$ cat src/rtl/ifu_prefetch.sv
// ifu_prefetch: prefetching instruction fetch unit with startup hold-off, redirect/flush and a {pc, instr} output FIFO.
// Ports:
//   clock, reset (async active-low)
//   imem_req/imem_addr/imem_rdata : synchronous instruction memory, 1-cycle read latency
//   redirect_valid/redirect_pc    : one-cycle restart of fetch at a new PC, flushes all buffered work
//   out_valid/out_ready/out_instr/out_pc : decode handshake on the FIFO head
//   fifo_count                    : current FIFO occupancy
// Optional feature macro IFU_MISALIGN_TRAP_EN adds output misalign_err: a misaligned redirect
// target halts fetch until the next aligned redirect. Without it, redirect_pc[1:0] are ignored.
module ifu_prefetch #(
  parameter int XLEN = 32,
  parameter logic [XLEN-1:0] PC_RESET = '0,
  parameter int FIFO_DEPTH = 4,
  parameter int STARTUP_WAIT = 1
) (
  input  logic clock,
  input  logic reset,
  output logic imem_req,
  output logic [XLEN-1:0] imem_addr,
  input  logic [31:0] imem_rdata,
  input  logic redirect_valid,
  input  logic [XLEN-1:0] redirect_pc,
  output logic out_valid,
  input  logic out_ready,
  output logic [31:0] out_instr,
  output logic [XLEN-1:0] out_pc,
  output logic [$clog2(FIFO_DEPTH):0] fifo_count
`ifdef IFU_MISALIGN_TRAP_EN
  ,
  output logic misalign_err
`endif
);
  localparam int AW = $clog2(FIFO_DEPTH);
  localparam int WW = $clog2(STARTUP_WAIT + 2);
  localparam logic [WW-1:0] WAIT_LAST = WW'(STARTUP_WAIT == 0 ? 0 : STARTUP_WAIT - 1);
  localparam logic [AW+1:0] FULL = (AW+2)'(FIFO_DEPTH);
  typedef enum logic {S_WAIT, S_RUN} state_t;
  state_t state, state_nx;
  logic [WW-1:0] wait_cnt;
  logic [XLEN-1:0] fetch_pc, issue_pc, redirect_tgt;
  logic inflight, running, halted, push, pop;
  logic [AW+1:0] credit;
  logic [AW-1:0] wr_ptr, rd_ptr;
  logic [AW:0] count;
  logic [31:0] fifo_instr [FIFO_DEPTH];
  logic [XLEN-1:0] fifo_pc [FIFO_DEPTH];
  assign redirect_tgt = redirect_pc & ~XLEN'(3);
  assign push = inflight && !redirect_valid;
  assign pop = out_valid && out_ready && !redirect_valid;
  always_ff @(posedge clock or negedge reset) begin
    if (!reset) state <= S_WAIT;
    else state <= state_nx;
  end
  // In-flight requests count against FIFO space so a response always has a slot;
  // a same-cycle pop is not credited, which keeps the check purely registered.
  always_comb begin
    running = state == S_RUN || STARTUP_WAIT == 0;
    state_nx = (state == S_WAIT && (STARTUP_WAIT == 0 || wait_cnt == WAIT_LAST)) ? S_RUN : state;
    credit = {1'b0, count} + (AW+2)'(inflight);
    imem_req = running && !halted && !redirect_valid && credit < FULL;
    imem_addr = fetch_pc;
  end
  always_ff @(posedge clock or negedge reset) begin
    if (!reset) wait_cnt <= '0;
    else if (state == S_WAIT) wait_cnt <= wait_cnt + 1'b1;
  end
  always_ff @(posedge clock or negedge reset) begin
    if (!reset) begin
      fetch_pc <= PC_RESET;
      issue_pc <= '0;
      inflight <= 1'b0;
    end else begin
      inflight <= imem_req;
      if (imem_req) issue_pc <= fetch_pc;
      fetch_pc <= redirect_valid ? redirect_tgt : imem_req ? fetch_pc + XLEN'(4) : fetch_pc;
    end
  end
  always_ff @(posedge clock) begin
    if (push) begin
      fifo_instr[wr_ptr] <= imem_rdata;
      fifo_pc[wr_ptr] <= issue_pc;
    end
  end
  always_ff @(posedge clock or negedge reset) begin
    if (!reset) begin
      wr_ptr <= '0;
      rd_ptr <= '0;
      count <= '0;
    end else if (redirect_valid) begin
      wr_ptr <= '0;
      rd_ptr <= '0;
      count <= '0;
    end else begin
      if (push) wr_ptr <= wr_ptr + 1'b1;
      if (pop) rd_ptr <= rd_ptr + 1'b1;
      count <= count + {{AW{1'b0}}, push} - {{AW{1'b0}}, pop};
    end
  end
  // Head fields read as zero when empty so the idle outputs are deterministic.
  assign out_valid = count != '0;
  assign out_instr = out_valid ? fifo_instr[rd_ptr] : '0;
  assign out_pc = out_valid ? fifo_pc[rd_ptr] : '0;
  assign fifo_count = count;
`ifdef IFU_MISALIGN_TRAP_EN
  always_ff @(posedge clock or negedge reset) begin
    if (!reset) misalign_err <= 1'b0;
    else if (redirect_valid) misalign_err <= redirect_pc[1:0] != 2'b00;
  end
  assign halted = misalign_err;
`else
  assign halted = 1'b0;
`endif
endmodule

$ cat config.mk
export PLATFORM = sky130hd
export DESIGN_NAME = ifu_prefetch
export DESIGN_NICKNAME = d
export VERILOG_FILES = /design/src/rtl/ifu_prefetch.sv
export SDC_FILE = /design/constraint.sdc
export NUM_CORES = 1
export LEC_CHECK = 0
export BUFFER_PORTS_ARGS = -buffer_cell sky130_fd_sc_hd__buf_2
export CAP_MARGIN = 10
export CORE_ASPECT_RATIO = 0.6
export CORE_MARGIN = 4
export CORE_UTILIZATION = 35
export DETAILED_ROUTE_END_ITERATION = 16
export PLACE_DENSITY = 0.65
export SETUP_SLACK_MARGIN = 0.05
export SLEW_MARGIN = 20
export SYNTH_ARGS = -nofsm -noshare
export SYNTH_HDL_FRONTEND = slang
export SYNTH_SLANG_ARGS = --single-unit
$ cat constraint.sdc
create_clock -name clock -period 2.8 [get_ports clock]
set_clock_uncertainty 0.2 [all_clocks]
set_input_delay 0.56 -clock clock [delete_from_list [all_inputs] [get_ports clock]]
set_output_delay 0.56 -clock clock [all_outputs]
set_load 0.05 [all_outputs]
==> reports/metrics.csv <==
stage,metric,value,unit
place,port_buffers,162,
die,die_y,156.3,um
sta,slew_violations,0,
power_and_ir_drop,ir_drop,0.5001,mV
yosys,synthXorXnorAreaFrac,1.979,%
die,initial_core_util,35.38,%
place,place_area,14510,um^2
cells_and_area,multiInputGateArea,3577,um^2
sta,fin_crit_sh,105.5,%
die,die_area,39910,um^2
sta,worstMarginPinSlew,592.3,ps
grt,grt_usage,15.85,%
detailed_routing,drc,0,
cells_and_area,utilization,45.71,%
yosys,synth_compound_area_share,1.559,%
yosys,netlist_area,12840,um^2
yosys,synth_flop_cell,edfxtp_1,
cells_and_area,diodes,0,
yosys,synth_mux_area_share,14.02,%
flow_run,cap_violations,0,
grt,grt_pass1_vias,7402,
detailed_routing,routed_via_density,4.955,
die,core_region_area,36280,um^2
place,gp_congestion,0.7701,
yosys,yosys.area_share.simple,7.680,%
sta,layout_setup_ws,-155.0,ps
detailed_routing,drt_first_pass_iters,5,
grt,grt_pass1_wl,47.30,mm
worst_setup_path,crit_fanout,7,
sta,finalSetupViolations,62,
clock_network,cts_buffers,30,
die,die_w,255.2,um
power_and_ir_drop,powerDensity,1008,nW/um^2
yosys,ys_async_sr_fraction,22.26,%
yosys,synth_area_leaders,"edfxtp_1 (58%), dfrtp_1 (14%), mux4_2 (11%)",
yosys,syn_area_per_cell,18.03,um^2
clock_network,root_buffer,clkbuf_16,
clock_network,cts_max_level,1,
clock_network,cts.sinks,319,
detailed_routing,drt-total-wl,31.74,mm
yosys,ys_seq_area_share,71.85,%
worst_setup_path,critPathArrivalTime,2190,ps
clock_network,cts_tree,yes,
grt,grt_max_degree,46,
yosys,synth_edf_count,248,
yosys,ys_ff_latch,319,
detailed_routing,drt.antenna.violating_nets,0,
cells_and_area,regArea,9234,um^2
yosys,yosys.area.top_type,edfxtp_1,
cells_and_area,nets,1026,
detailed_routing,drtIter0Drc,574,
worst_setup_path,startpoint_type,register,
min_path,hold_class,in -> reg,
cells_and_area,drive_gt1_share,44.14,%
place,dp_worst_setup_slack,252.0,ps
grt,antenna_found_initial,0,
sta,finalSetupTns,-7141,ps
yosys,yosysWarnings,0,
sta,hold_viol_final,0,
yosys,synth.distinct_cells,44,
die,rows,54,
yosys,synth_fa_ha_area_share,1.033,%
sta,fmax,338.4,MHz
detailed_routing,post_drt_wl_per_cell,21.92,um
sta,rsz0062_at_grt,true,
cells_and_area,n_fill_cell,3101,
detailed_routing,num_vias,7175,
yosys,synth_top_family_by_area,multiplexers,
clock_network,clk_pin_slew_worst_paths,60,ps
die,ios,169,
cells_and_area,finalInstanceArea,16580,um^2
yosys,yosysMostFrequentCell,edfxtp_1,
worst_setup_path,cp.required,2040,ps
power_and_ir_drop,leakage,6.060,nW
worst_setup_path,crit_path_end_kind,output port,
run_status,violations,negative setup slack,
sta,maxSlewHeadroom,60.52,%
grt,gr-total-overflow,0,
clock_network,clock_latency,560,ps
yosys,syn_inst,712,
run_status,status,"complete, but fails checks",
place,dp_hpwl,20.57,mm
yosys,synthTopCellsByCount,"edfxtp_1 (248), dfrtp_1 (71), and2_1 (66)",
sta,period_needed,2955,ps
worst_setup_path,worstSetupPathType,reg -> out,
yosys,synth_top_area_share,58.01,%
cells_and_area,synthToLayoutAreaGrowth,29.18,%
clock_network,clk_path_buf_depth,3,
==> final cells by class <==
cell class / count / area share (%)
well taps: 476 / 3.591
repair buffers: 242 / 13.27
inverters: 9 / 0.2037
clock buffers: 46 / 5.259
flip-flops and latches: 319 / 55.68
clock inverters: 10 / 0.4225
multi-input cells: 346 / 21.57
==> cells by family (layout without fill, tap and decap cells) <==
kind of cell | after synthesis | count (layout)
compound gates | 35 | 35
xor+xnor | 29 | 29
fa+ha+maj | 10 | 10
buf+inv | 50 | 307
flops | 319 | 319
mux | 98 | 98
other cells | 1 | 4
simple gates | 170 | 170
==> critical path: stages, from the launching register on <==
cell and delay (ps):
dfrtp_4 450, buf_12 170, buf_12 140, mux4_2 560, and2_4 170, buf_6 140
==> registers in the layout, summed over array words and instances (netlist names) <==
name / count
fifo_pc: 120
rd_ptr: 2
running: 1
wait_cnt: 2
fifo_instr: 128
wr_ptr: 2
fifo_count: 3
issue_pc: 30
imem_addr: 30
inflight: 1
==> layout by cell type, fill, tap and decap left out, drive strengths merged, types with 2 or more instances in the layout <==
cell,netlist,final
a31oi,5,5
and2,70,70
and3,9,9
and4,4,4
buf,22,211
clkbuf,18,47
clkinv,0,9
conb,1,4
dfrtp,71,71
dlygate4sd3,0,30
edfxtp,248,248
ha,9,9
inv,9,9
mux2,34,34
mux2i,2,2
mux4,62,62
nand2,28,28
nand3,12,12
nand4,14,14
nor2,16,16
nor2b,4,4
nor4,4,4
o21ai,23,23
o31ai,4,4
or2,3,3
or3,2,2
or4,4,4
xnor2,13,13
xor2,16,16
==> path summary, 6_finish.rpt <==
check	startpoint	to	slack, ps	depth (start not counted)
worst max-delay path	rd_ptr[0]$_DFFE_PN0P_	out_pc[6]	-150	5
worst min-delay path	imem_rdata[13]	fifo_instr[2][13]$_DFFE_PP_	30	1
worst max register to register	fifo_count[2]$_DFF_PN0_	fifo_count[2]$_DFF_PN0_	240	10
worst min register to register	wait_cnt[0]$_DFFE_PN0N_	wait_cnt[0]$_DFFE_PN0N_	280	1
max in group asynchronous	reset	fifo_count[2]$_DFF_PN0_	1460	3
min in group asynchronous	reset	imem_addr[17]$_DFFE_PN0P_	340	2
==> power by group <==
part	leakage [nW]	internal (mW)	total [mW]	switching [mW]
clock	0.464	2.22	3.92	1.70
sequential	3.10	5.76	6.14	0.377
combinational	2.50	2.91	6.65	3.74
total	6.06	10.9	16.7	5.81
==> layer usage <==
layer | global-route usage [%] | vias to the layer above | wire (um)
met1 | 23.39 | 3711 | 14530
met4 | 2.777 | 0 | 523
met2 | 25.06 | 211 | 14850
met3 | 3.023 | 36 | 1845
li1 | - | 3217 | -
met5 | 0 | - | 0
==> per-stage QoR <==
stage | hold WS [ps] | total power, mW | std cells
floorplan | 64.41 | 9.813 | 715
global placement | 255.8 | 11.28 | 1349
global route | 9.469 | 17.47 | 1448
CTS | 1.598 | 16.61 | 1447
detailed placement | 274.3 | 11.35 | 1349
finish | 27.83 | 16.71 | 1448
==> what timing repair did <==
item | CTS | global route
endpoints found under the setup margin | 64 | 63
resized for setup | 153 | 66
pin swaps | 4 | 12
buffers inserted | 8 | 3
cloned | 4 | 1
hold buffers | 30 | 0
endpoints found under the hold margin | 122 | 0
(Power assumes the default switching activity.)
